## config.mk

```make
export PLATFORM = sky130hd
export DESIGN_NAME = j1_boot_loader
export DESIGN_NICKNAME = d
export VERILOG_FILES = /design/src/rtl/j1_boot_pkg.sv /design/src/rtl/j1_boot_loader.sv
export SDC_FILE = /design/constraint.sdc
export NUM_CORES = 1
export LEC_CHECK = 0
export BUFFER_PORTS_ARGS = -buffer_cell sky130_fd_sc_hd__buf_2
export CELL_PAD_IN_SITES_DETAIL_PLACEMENT = 0
export CELL_PAD_IN_SITES_GLOBAL_PLACEMENT = 2
export CORE_MARGIN = 2
export CORE_UTILIZATION = 39
export CTS_BUF_LIST = sky130_fd_sc_hd__clkbuf_4
export CTS_CLUSTER_SIZE = 40
export DETAILED_ROUTE_END_ITERATION = 10
export PLACE_DENSITY_LB_ADDON = 0.1
export SLEW_MARGIN = 20
export SYNTH_ARGS = -nofsm -noshare
export SYNTH_HDL_FRONTEND = slang
export SYNTH_SLANG_ARGS = --single-unit
```

## constraint.sdc

```tcl
create_clock -name clk -period 3.5 [get_ports clk]
set_input_delay 0.35 -clock clk [delete_from_list [all_inputs] [get_ports clk]]
set_output_delay 0.35 -clock clk [all_outputs]
set_load 0.02 [all_outputs]
```

## src/rtl/j1_boot_pkg.sv

```systemverilog
// j1_boot_pkg: FSM state codes and image framing constants shared by the J1 boot loader.
// The CKSUM state exists only when J1_BOOT_CHECKSUM_EN is defined.
package j1_boot_pkg;

  typedef logic [2:0] state_t;

  localparam state_t HDR_LO = 3'd0;
  localparam state_t HDR_HI = 3'd1;
  localparam state_t DATA   = 3'd2;
  localparam state_t FLUSH  = 3'd3;
  localparam state_t RUN    = 3'd4;
  localparam state_t ERR    = 3'd5;
`ifdef J1_BOOT_CHECKSUM_EN
  localparam state_t CKSUM  = 3'd6;
`endif

  localparam int WORD_BYTES = 3;
  localparam int HDR_BYTES  = 2;

  function automatic logic takes_bytes(input state_t s);
    logic r;
    case (s)
      HDR_LO, HDR_HI, DATA: r = 1'b1;
`ifdef J1_BOOT_CHECKSUM_EN
      CKSUM: r = 1'b1;
`endif
      default: r = 1'b0;
    endcase
    return r;
  endfunction

endpackage

```

## src/rtl/j1_boot_loader.sv

```systemverilog
// j1_boot_loader: loads a length-prefixed 18-bit image from a byte stream into J1 code RAM,
// holding the core in reset until done. J1_BOOT_CHECKSUM_EN appends a trailing checksum byte.
module j1_boot_loader
  import j1_boot_pkg::*;
#(
  parameter int CODE_AW = 13
) (
  input  logic               clk,
  input  logic               resetq,
  input  logic               rx_valid,
  input  logic [7:0]         rx_data,
  output logic               rx_ready,
  input  logic               load_req,
  output logic               cpu_resetq,
  output logic               code_we,
  output logic [CODE_AW-1:0] code_waddr,
  output logic [17:0]        code_wdata,
  output logic               busy,
  output logic               done,
  output logic               err
);

  localparam logic [1:0]  LAST_BYTE = 2'(WORD_BYTES - 1);
  localparam int unsigned MAX_WORDS = 32'd1 << CODE_AW;

  state_t               state_r, state_s;
  logic [7:0]           n_lo_r;
  logic [15:0]          n_r;
  logic [15:0]          n_s;
  logic [1:0]           byte_cnt_r;
  logic [CODE_AW-1:0]   word_cnt_r;
  logic [7:0]           b0_r, b1_r;
  logic                 code_we_r;
  logic [CODE_AW-1:0]   code_waddr_r;
  logic [17:0]          code_wdata_r;
  logic                 cpu_resetq_r, busy_r, done_r, err_r, rx_ready_r;
  logic                 hs_s, too_big_s, last_word_s;

  assign hs_s        = rx_valid & rx_ready_r;
  assign n_s         = {rx_data, n_lo_r};
  assign too_big_s   = ({16'd0, n_s} > MAX_WORDS);
  assign last_word_s = ({16'd0, n_r} == (32'(word_cnt_r) + 32'd1));

`ifdef J1_BOOT_CHECKSUM_EN
  logic [7:0] sum_r, sum_s;
  assign sum_s = sum_r + rx_data;

  // Running sum over every accepted byte, restarted with each load.
  always_ff @(posedge clk or negedge resetq) begin
    if (!resetq) begin
      sum_r <= 8'd0;
    end else if (load_req) begin
      sum_r <= 8'd0;
    end else if (hs_s) begin
      sum_r <= sum_s;
    end
  end
`endif

  // Next-state selection; load_req overrides everything, including a same-cycle byte.
  always_comb begin
    state_s = state_r;
    if (load_req) begin
      state_s = HDR_LO;
    end else begin
      case (state_r)
        HDR_LO: begin
          if (hs_s) state_s = HDR_HI;
          else      state_s = HDR_LO;
        end
        HDR_HI: begin
          if (!hs_s)               state_s = HDR_HI;
          else if (n_s == 16'd0)   state_s = FLUSH;
          else if (too_big_s)      state_s = ERR;
          else                     state_s = DATA;
        end
        DATA: begin
          if (hs_s && (byte_cnt_r == LAST_BYTE) && last_word_s) state_s = FLUSH;
          else                                                    state_s = DATA;
        end
`ifdef J1_BOOT_CHECKSUM_EN
        FLUSH: state_s = CKSUM;
        CKSUM: begin
          if (!hs_s)               state_s = CKSUM;
          else if (sum_s == 8'd0)  state_s = RUN;
          else                     state_s = ERR;
        end
`else
        FLUSH: state_s = RUN;
`endif
        RUN:     state_s = RUN;
        ERR:     state_s = ERR;
        default: state_s = HDR_LO;
      endcase
    end
  end

  // State register and state-decoded outputs, all registered from the next state.
  always_ff @(posedge clk or negedge resetq) begin
    if (!resetq) begin
      state_r      <= HDR_LO;
      cpu_resetq_r <= 1'b0;
      done_r       <= 1'b0;
      busy_r       <= 1'b1;
      err_r        <= 1'b0;
      rx_ready_r   <= 1'b1;
    end else begin
      state_r      <= state_s;
      cpu_resetq_r <= (state_s == RUN);
      done_r       <= (state_s == RUN);
      busy_r       <= (state_s != RUN) && (state_s != ERR);
      err_r        <= (state_s == ERR);
      rx_ready_r   <= takes_bytes(state_s);
    end
  end

  // Header capture, byte-to-word packing and the one-cycle code-RAM write strobe.
  always_ff @(posedge clk or negedge resetq) begin
    if (!resetq) begin
      n_lo_r       <= 8'd0;
      n_r          <= 16'd0;
      byte_cnt_r   <= 2'd0;
      word_cnt_r   <= {CODE_AW{1'b0}};
      b0_r         <= 8'd0;
      b1_r         <= 8'd0;
      code_we_r    <= 1'b0;
      code_waddr_r <= {CODE_AW{1'b0}};
      code_wdata_r <= 18'd0;
    end else begin
      code_we_r <= 1'b0;
      if (load_req) begin
        byte_cnt_r <= 2'd0;
        word_cnt_r <= {CODE_AW{1'b0}};
      end else if (hs_s) begin
        case (state_r)
          HDR_LO: n_lo_r <= rx_data;
          HDR_HI: begin
            n_r        <= n_s;
            byte_cnt_r <= 2'd0;
            word_cnt_r <= {CODE_AW{1'b0}};
          end
          DATA: begin
            if (byte_cnt_r == LAST_BYTE) begin
              code_we_r    <= 1'b1;
              code_waddr_r <= word_cnt_r;
              code_wdata_r <= {rx_data[1:0], b1_r, b0_r};
              byte_cnt_r   <= 2'd0;
              // Stop at the last word so the index never wraps.
              if (!last_word_s) word_cnt_r <= word_cnt_r + CODE_AW'(1);
            end else begin
              if (byte_cnt_r == 2'd0) b0_r <= rx_data;
              else                    b1_r <= rx_data;
              byte_cnt_r <= byte_cnt_r + 2'd1;
            end
          end
          default: ;
        endcase
      end
    end
  end

  assign rx_ready   = rx_ready_r;
  assign cpu_resetq = cpu_resetq_r;
  assign code_we    = code_we_r;
  assign code_waddr = code_waddr_r;
  assign code_wdata = code_wdata_r;
  assign busy       = busy_r;
  assign done       = done_r;
  assign err        = err_r;

endmodule

```

==> impl_metrics.csv, run 1 <==
group,metric,value,unit
synthesis,proportion_of_netlist_area_held_by_the_largest_area_contributor,52.2,%
worst_setup_path,critPathKind,"register to register",
grt,grt.overflow.total,0,
place,globalplace.congestion,0.854,
worst_setup_path,cp_data_arrival_time,3.33,ns
die,start_util,40.3,%
cells_and_area,synthToLayoutAreaGrowth,11.0,%
timing,finalHoldWorstSlack,0.145,ns
timing,fin_skew,0.0167,ns
cells_and_area,total_area_of_multi_input_combinational_cells,1920,sq um
drt,via_to_cell_ratio,5.28,
pwr,power.density,459,nW/um^2
timing,tightest_slew,0.811,ns
timing,finalSetupViolCount,0,
place,placement.cell_area,4780,sq um
timing,fin_setup_tns,0,ns
clock_tree,clock_tree.buffer_depth,2,
place,port-buffer-count,48,
drt,first_pass_iters,5,
die,top_level_ports,49,
worst_setup_path,worstPathCellList,"ha_1, nand2_1, or4_4, xnor2_2, nand4_2, o31ai_4, o21ai_0, a2bb2oi_1",
drt,vias,3202,
synthesis,yosys_register_bits,94,
cells_and_area,sequential_area,2350,sq um
cells_and_area,final_cell_count_no_fill,607,
clock_tree,tritoncts_clock_tree,"done",
worst_setup_path,launch_point_of_the_critical_path,"word_cnt_r[0]$_DFFE_PN0P_",
worst_hold_path,worstHoldStart,"load_req",
clock_tree,post-cts-setup-buffers,0,
timing,relSlewSlack,45.8,%
grt,first_global_vias,3070,
worst_hold_path,holdCritPathClass,"input port to register",
grt,grt_max_degree,45,
synthesis,synth_area,4410,sq um
grt,gr-usage-all-layers,18.2,%
pwr,max-vdd-ir-drop,0.146,mV
worst_setup_path,setup.worst_path.start_class,"register",
synthesis,yosys_most_used_dff,"dfrtp_1",
synthesis,yosys.cell_types.count,58,
drt,wirelength_per_cell,17.2,um
worst_setup_path,worstPathBufferInverterCount,0,
grt,grt_first_pass_wirelength,16600,um
synthesis,yosys_warnings,0,
die,core-area,10900,sq um
synthesis,yosys.area.top_type,"dfrtp_1",
job,timing.max_cap.violations,0,
clock_tree,clock-sinks,94,
worst_setup_path,timing.critical_path.slowest_cell_delay,0.63,ns
die,die_w,110,um
worst_setup_path,cpLargestDelayFamily,"compound AO/OA/AOI/OAI gates",
clock_tree,clock_tree.htree_level_count,3,
timing,final-max-slew-violation-count,0,
clock_tree,insertion_delay,0.45,ns
clock_tree,post_cts_sizing,0,
clock_tree,cts-buffers-inserted,9,
die,die_area,12200,sq um
synthesis,number_of_flops_mapped_to_enable_cells_by_yosys,0,
synthesis,syn_inst,417,
drt,finalWirelength,10400,um
worst_setup_path,critical_path_required,3.86,ns
pwr,static-leakage-power,2.39,nW
timing,rsz0062_at_grt,"false",
cells_and_area,diodes,0,
cells_and_area,fin_area,4890,sq um
worst_setup_path,r2r-start,"word_cnt_r[0]$_DFFE_PN0P_",
place,dp.final_hpwl,7240,um
worst_setup_path,cpMaxStageDelayCell,"o31ai_4",
place,placedCellCount,590,
worst_setup_path,crit_fanout,15,
timing,achievable-frequency,337,MHz
timing,fin_crit,2.97,ns
drt,drt_iter0_markers,163,
synthesis,proportion_of_synthesized_flip_flops_having_asynchronous_set_or_reset,100,%
clock_tree,cts.clk_slew.worst_paths,0.15,ns
cells_and_area,share_of_cells_above_drive_strength_1,27.0,%
clock_tree,cts.root.buffer_cell,"clkbuf_4",
cells_and_area,final.fill_count,1110,
synthesis,synthTopCellsByArea,"dfrtp_1 52%, mux2_2 11%, nand2_1 9.1%, xnor2_1 1.6%, xor2_1 1.4%",
synthesis,postSynthNetCount,430,
drt,drt_drc_violations_left,0,
timing,hold_violations,0,
die,placement_rows,38,
drt,final_antenna_net_count,0,
timing,period_share,84.9,%
grt,initial_antenna_violation_count,0,
cells_and_area,final_net_count,475,
status,outcome,"complete, no violations",
die,die-height,110,um
synthesis,synth.yosys.seq_area_share,53.4,%
synthesis,synth.avg_cell_area,10.6,sq um
worst_setup_path,worstSetupEndpointType,"register",
clock_tree,holdBufCountCts,1,
==> cells in the mapped netlist (all sizes together), types with 3 or more instances <==
library cell,instances
inv,5
nand2b,6
or4,4
nand4,5
mux2,42
o311ai,3
a21o,3
xor2,7
clkbuf,12
nor2b,4
xnor2,9
nand2,107
nor2,13
buf,11
nor3,6
o21ai,6
o211ai,6
or2,4
nand3,9
dfrtp,92
and2,3
a21oi,10
nor4b,3
nor4,5
nand3b,3
or3,9
o41ai,4
==> cells by family (layout without fill, tap and decap cells) <==
| kind of cell | Yosys count | count (layout) | synth area share (%) |
|---|---|---|---|
| simple gates | 186 | 186 | 20.5 |
| flops | 94 | 94 | 53.4 |
| compound gates | 50 | 50 | 8.77 |
| mux | 42 | 42 | 10.7 |
| buf+inv | 28 | 78 | 2.95 |
| xor+xnor | 16 | 16 | 3.35 |
| fa+ha+maj | 1 | 1 | 0.284 |
==> placed cells by master (no fill, tap or decap), types with 6 or more instances in the layout <==
| cell type | instances |
|---|---|
| nand3_1 | 9 |
| or3_1 | 9 |
| buf_4 | 9 |
| clkbuf_4 | 9 |
| o211ai_1 | 6 |
| xor2_1 | 7 |
| mux2_2 | 42 |
| dfrtp_1 | 92 |
| buf_2 | 47 |
| xnor2_1 | 8 |
| nor3_1 | 6 |
| nand2_1 | 107 |
| o21ai_0 | 6 |
| a21oi_1 | 10 |
| nand2b_1 | 6 |
| nor2_1 | 12 |
==> layer usage <==
| metal | up-vias | global-route usage [%] | share of wire (%) |
|---|---|---|---|
| met3 | 11 | 2.35 | 4.9 |
| met2 | 70 | 29.3 | 46 |
| met4 | 0 | 6.16 | 1.2 |
| met1 | 1580 | 25.5 | 48 |
| li1 | 1541 | - | - |
| met5 | - | 0 | 0 |
==> registers in the layout, indices dropped and copies added, names as in the netlist <==
| name | flops |
|---|---|
| done | 1 |
| code_wdata | 18 |
| byte_cnt_r | 2 |
| err | 1 |
| n_r | 16 |
| n_lo_r | 8 |
| b0_r | 8 |
| rx_ready | 1 |
| state_r | 3 |
| code_waddr | 13 |
| word_cnt_r | 13 |
| code_we | 1 |
| b1_r | 8 |
| busy | 1 |
==> layout make-up <==
class,instances,share of cell area (%)
multi-input cells,295,39.3
inverters,5,0.383
flip-flops and latches,94,48.1
repair buffers,57,6.39
clock buffers,9,1.38
clock inverters,7,0.844
well taps,140,3.58
==> report_power, final <==
group          total (mW)  switching (mW)  internal [mW]
combinational       0.402           0.190          0.212
sequential           1.33           0.115           1.22
clock               0.513           0.373          0.141
==> through the flow <==
stage,utilization (%),setup WS (ns),total power [mW]
after floorplan,-,0.907,1.63
after global placement,43.7,0.654,1.75
after detailed placement,43.7,0.577,1.76
after CTS,44.8,0.532,2.28
after global routing,44.8,0.261,2.37
final,44.8,0.529,2.25
==> worst paths after layout <==
kind,to,cells after the start,slack [ns]
setup / recovery,word_cnt_r[7]$_DFFE_PN0P_,8,0.53
hold / removal,state_r[1]$_DFF_PN0_,2,0.15
setup reg to reg,word_cnt_r[7]$_DFFE_PN0P_,8,0.53
hold reg to reg,code_wdata[15]$_DFFE_PN0P_,2,0.48
max in group asynchronous,b1_r[4]$_DFFE_PN0P_,3,2.30
min in group asynchronous,done$_DFF_PN0_,2,0.43
Power figures use the tool's default switching activity.
==> inputs of run 2 (changes only) <==
Settings changed: CORE_UTILIZATION 39 to 36.
Clock period 3.5 ns to 2.4 ns, I/O delays scaled along.
==> run 2 against run 1 <==
The flow now finishes with violations (setup timing). Final cell count is 7.2% higher. Hold slack got worse by 0.11 ns. Sequential power grew 46%. Register-to-register slack worse by 0.54 ns. Critical endpoint is now word_cnt_r[6]$_DFFE_PN0P_. Largest cell class unchanged. Highest routed layer unchanged.
==> impl_metrics.csv, run 2 (synthesis gave the netlist of run 1 again) <==
group,metric,value,unit
worst_setup_path,reg2reg_to,"word_cnt_r[6]$_DFFE_PN0P_",
grt,grt_max_degree,63,
cells_and_area,final_cell_mix,"106 x nand2_1, 87 x dfrtp_1, 47 x buf_2",
die,start_util,36.9,%
status,outcome,"complete, but fails checks",
grt,grt_first_pass_wirelength,17700,um
pwr,static-leakage-power,2.62,nW
drt,finalWirelength,11100,um
clock_tree,cts-buffers-inserted,9,
cells_and_area,largest_register_ff_count,18,
cells_and_area,final_net_count,512,
die,placement_rows,40,
timing,achievable-frequency,415,MHz
worst_hold_path,worst_hold_path.num_cells,2,
clock_tree,clock_tree.buffer_depth,2,
timing,hold_violations,0,
status,violations_in_the_final_reports,"setup timing",
worst_setup_path,critPathKind,"register to register",
cells_and_area,final_util,45.1,%
timing,final.setup.worst_slack,-0.0119,ns
clock_tree,insertion_delay,0.47,ns
cells_and_area,diodes,0,
clock_tree,cts.clk_slew.worst_paths,0.14,ns
worst_setup_path,crit_fanout,7,
worst_setup_path,worstSetupEndpointType,"register",
cells_and_area,synthToLayoutAreaGrowth,22.2,%
worst_setup_path,worst-r2r-setup-slack,-0.01,ns
worst_hold_path,holdCritPathClass,"input port to register",
cells_and_area,leading_cell_type_in_the_layout_fill_and_taps_excluded,"nand2_1",
pwr,power.density,637,nW/um^2
worst_setup_path,worst_r2r_path_depth,8,
pwr,total_power,3.43,mW
worst_hold_path,worstHoldStart,"load_req",
drt,first_pass_iters,4,
worst_setup_path,launch_point_of_the_critical_path,"word_cnt_r[7]$_DFFE_PN0P_",
drt,final_antenna_net_count,0,
timing,fin_skew,0.0221,ns
pwr,max-vdd-ir-drop,0.289,mV
timing,relSlewSlack,63.9,%
die,die-height,115,um
timing,tightest_slew,0.541,ns
die,top_level_ports,49,
timing,period_share,100,%
worst_setup_path,critical_path_required,2.75,ns
grt,grt.overflow.total,0,
grt,initial_antenna_violation_count,0,
drt,wirelength_per_cell,17.1,um
clock_tree,clock-sinks,94,
job,timing.max_cap.violations,0,
worst_setup_path,cp_data_arrival_time,2.76,ns
worst_setup_path,setup.worst_path.start_class,"register",
worst_hold_path,timing.hold.worst_endpoint,"state_r[1]$_DFF_PN0_",
drt,drt_iter0_markers,174,
drt,vias,3355,
place,dp.final_hpwl,7720,um
cells_and_area,share_of_cells_above_drive_strength_1,37.5,%
die,die_area,13100,sq um
timing,fin_crit,2.41,ns
cells_and_area,fin_area,5390,sq um
timing,finalSetupViolCount,1,
worst_setup_path,r2r-start,"word_cnt_r[7]$_DFFE_PN0P_",
clock_tree,clock_tree.htree_level_count,3,
drt,via_to_cell_ratio,5.15,
die,core-area,12000,sq um
timing,rsz0062_at_grt,"true",
grt,gr-usage-all-layers,17.7,%
timing,final-max-slew-violation-count,0,
clock_tree,cts.root.buffer_cell,"clkbuf_4",
place,globalplace.congestion,0.839,
grt,first_global_vias,3303,
clock_tree,tritoncts_clock_tree,"done",
place,placement.cell_area,5060,sq um
place,port-buffer-count,48,
drt,drt_drc_violations_left,0,
die,die_w,115,um
run 2: changes by cell type in the layout (fill, tap and decap cells not counted), sizes merged:
cell    previous run  this run
buf               56        92
clkbuf             9        10
clkinv             6         2
inv                5         8
nand4              5         6
run 2: routing by layer:
layer | up-vias | GRT usage, % | wire length, um
li1 | 1621 | - | -
met1 | 1660 | 23.8 | 5380
met2 | 62 | 28.6 | 5270
met3 | 12 | 2.75 | 323
met4 | 0 | 6.99 | 163
met5 | - | 0 | 0
run 2: worst max-delay path by stage:
stage                                 to  slack (ns)  cells after the start
5_1_grt        word_cnt_r[6]$_DFFE_PN0P_       -0.12                      8
6_report       word_cnt_r[6]$_DFFE_PN0P_       -0.01                      8
3_5_place_dp   word_cnt_r[6]$_DFFE_PN0P_       -0.09                      9
4_1_cts        word_cnt_r[6]$_DFFE_PN0P_       -0.02                      9
2_1_floorplan  word_cnt_r[0]$_DFFE_PN0P_       -0.06                     10
3_3_place_gp        state_r[0]$_DFF_PN0_       -0.04                      9
run 2: timing repair:
item	4_1_cts	5_1_grt
buffers inserted	0	1
endpoints found under the setup margin	11	17
resized for setup	5	35
cloned	0	1
pin swaps	0	11
hold endpoints to repair	32	0
hold buffers	1	0
run 2: layout make-up:
type                       count  area [sq um]
clock inverter                 6          42.5
inverter                       5          18.8
tap                          147           184
clock buffer                  10          75.1
timing repair buffer          93           607
multi-input combinational    296          2100
fill                        1139          6570
sequential                    94          2360
run 2: stage by stage:
stage	setup slack (ns)	hold slack, ns	cells	setup TNS (ns)
after global placement	-0.0429	0.228	632	-0.198
after global routing	-0.121	0.0307	651	-0.282
final	-0.0119	0.0353	651	-0.0119
after detailed placement	-0.0878	0.233	632	-0.309
after floorplan	-0.0627	-0.0556	417	-0.127
after CTS	-0.0175	0.00334	649	-0.0175
run 2: report_power, final:
| group | switching (mW) | internal (mW) |
|---|---|---|
| Clock | 0.573 | 0.231 |
| Combinational | 0.318 | 0.367 |
| Sequential | 0.165 | 1.78 |
| Total | 1.06 | 2.38 |
run 2: worst max-delay path: stages (launching register included):
cell and delay, ns:
dfrtp_1 0.47, nand4_1 0.23, or4_4 0.52, xnor2_4 0.16
nand4_4 0.10, o31ai_4 0.07, buf_6 0.17, or3_1 0.33
o311ai_1 0.26
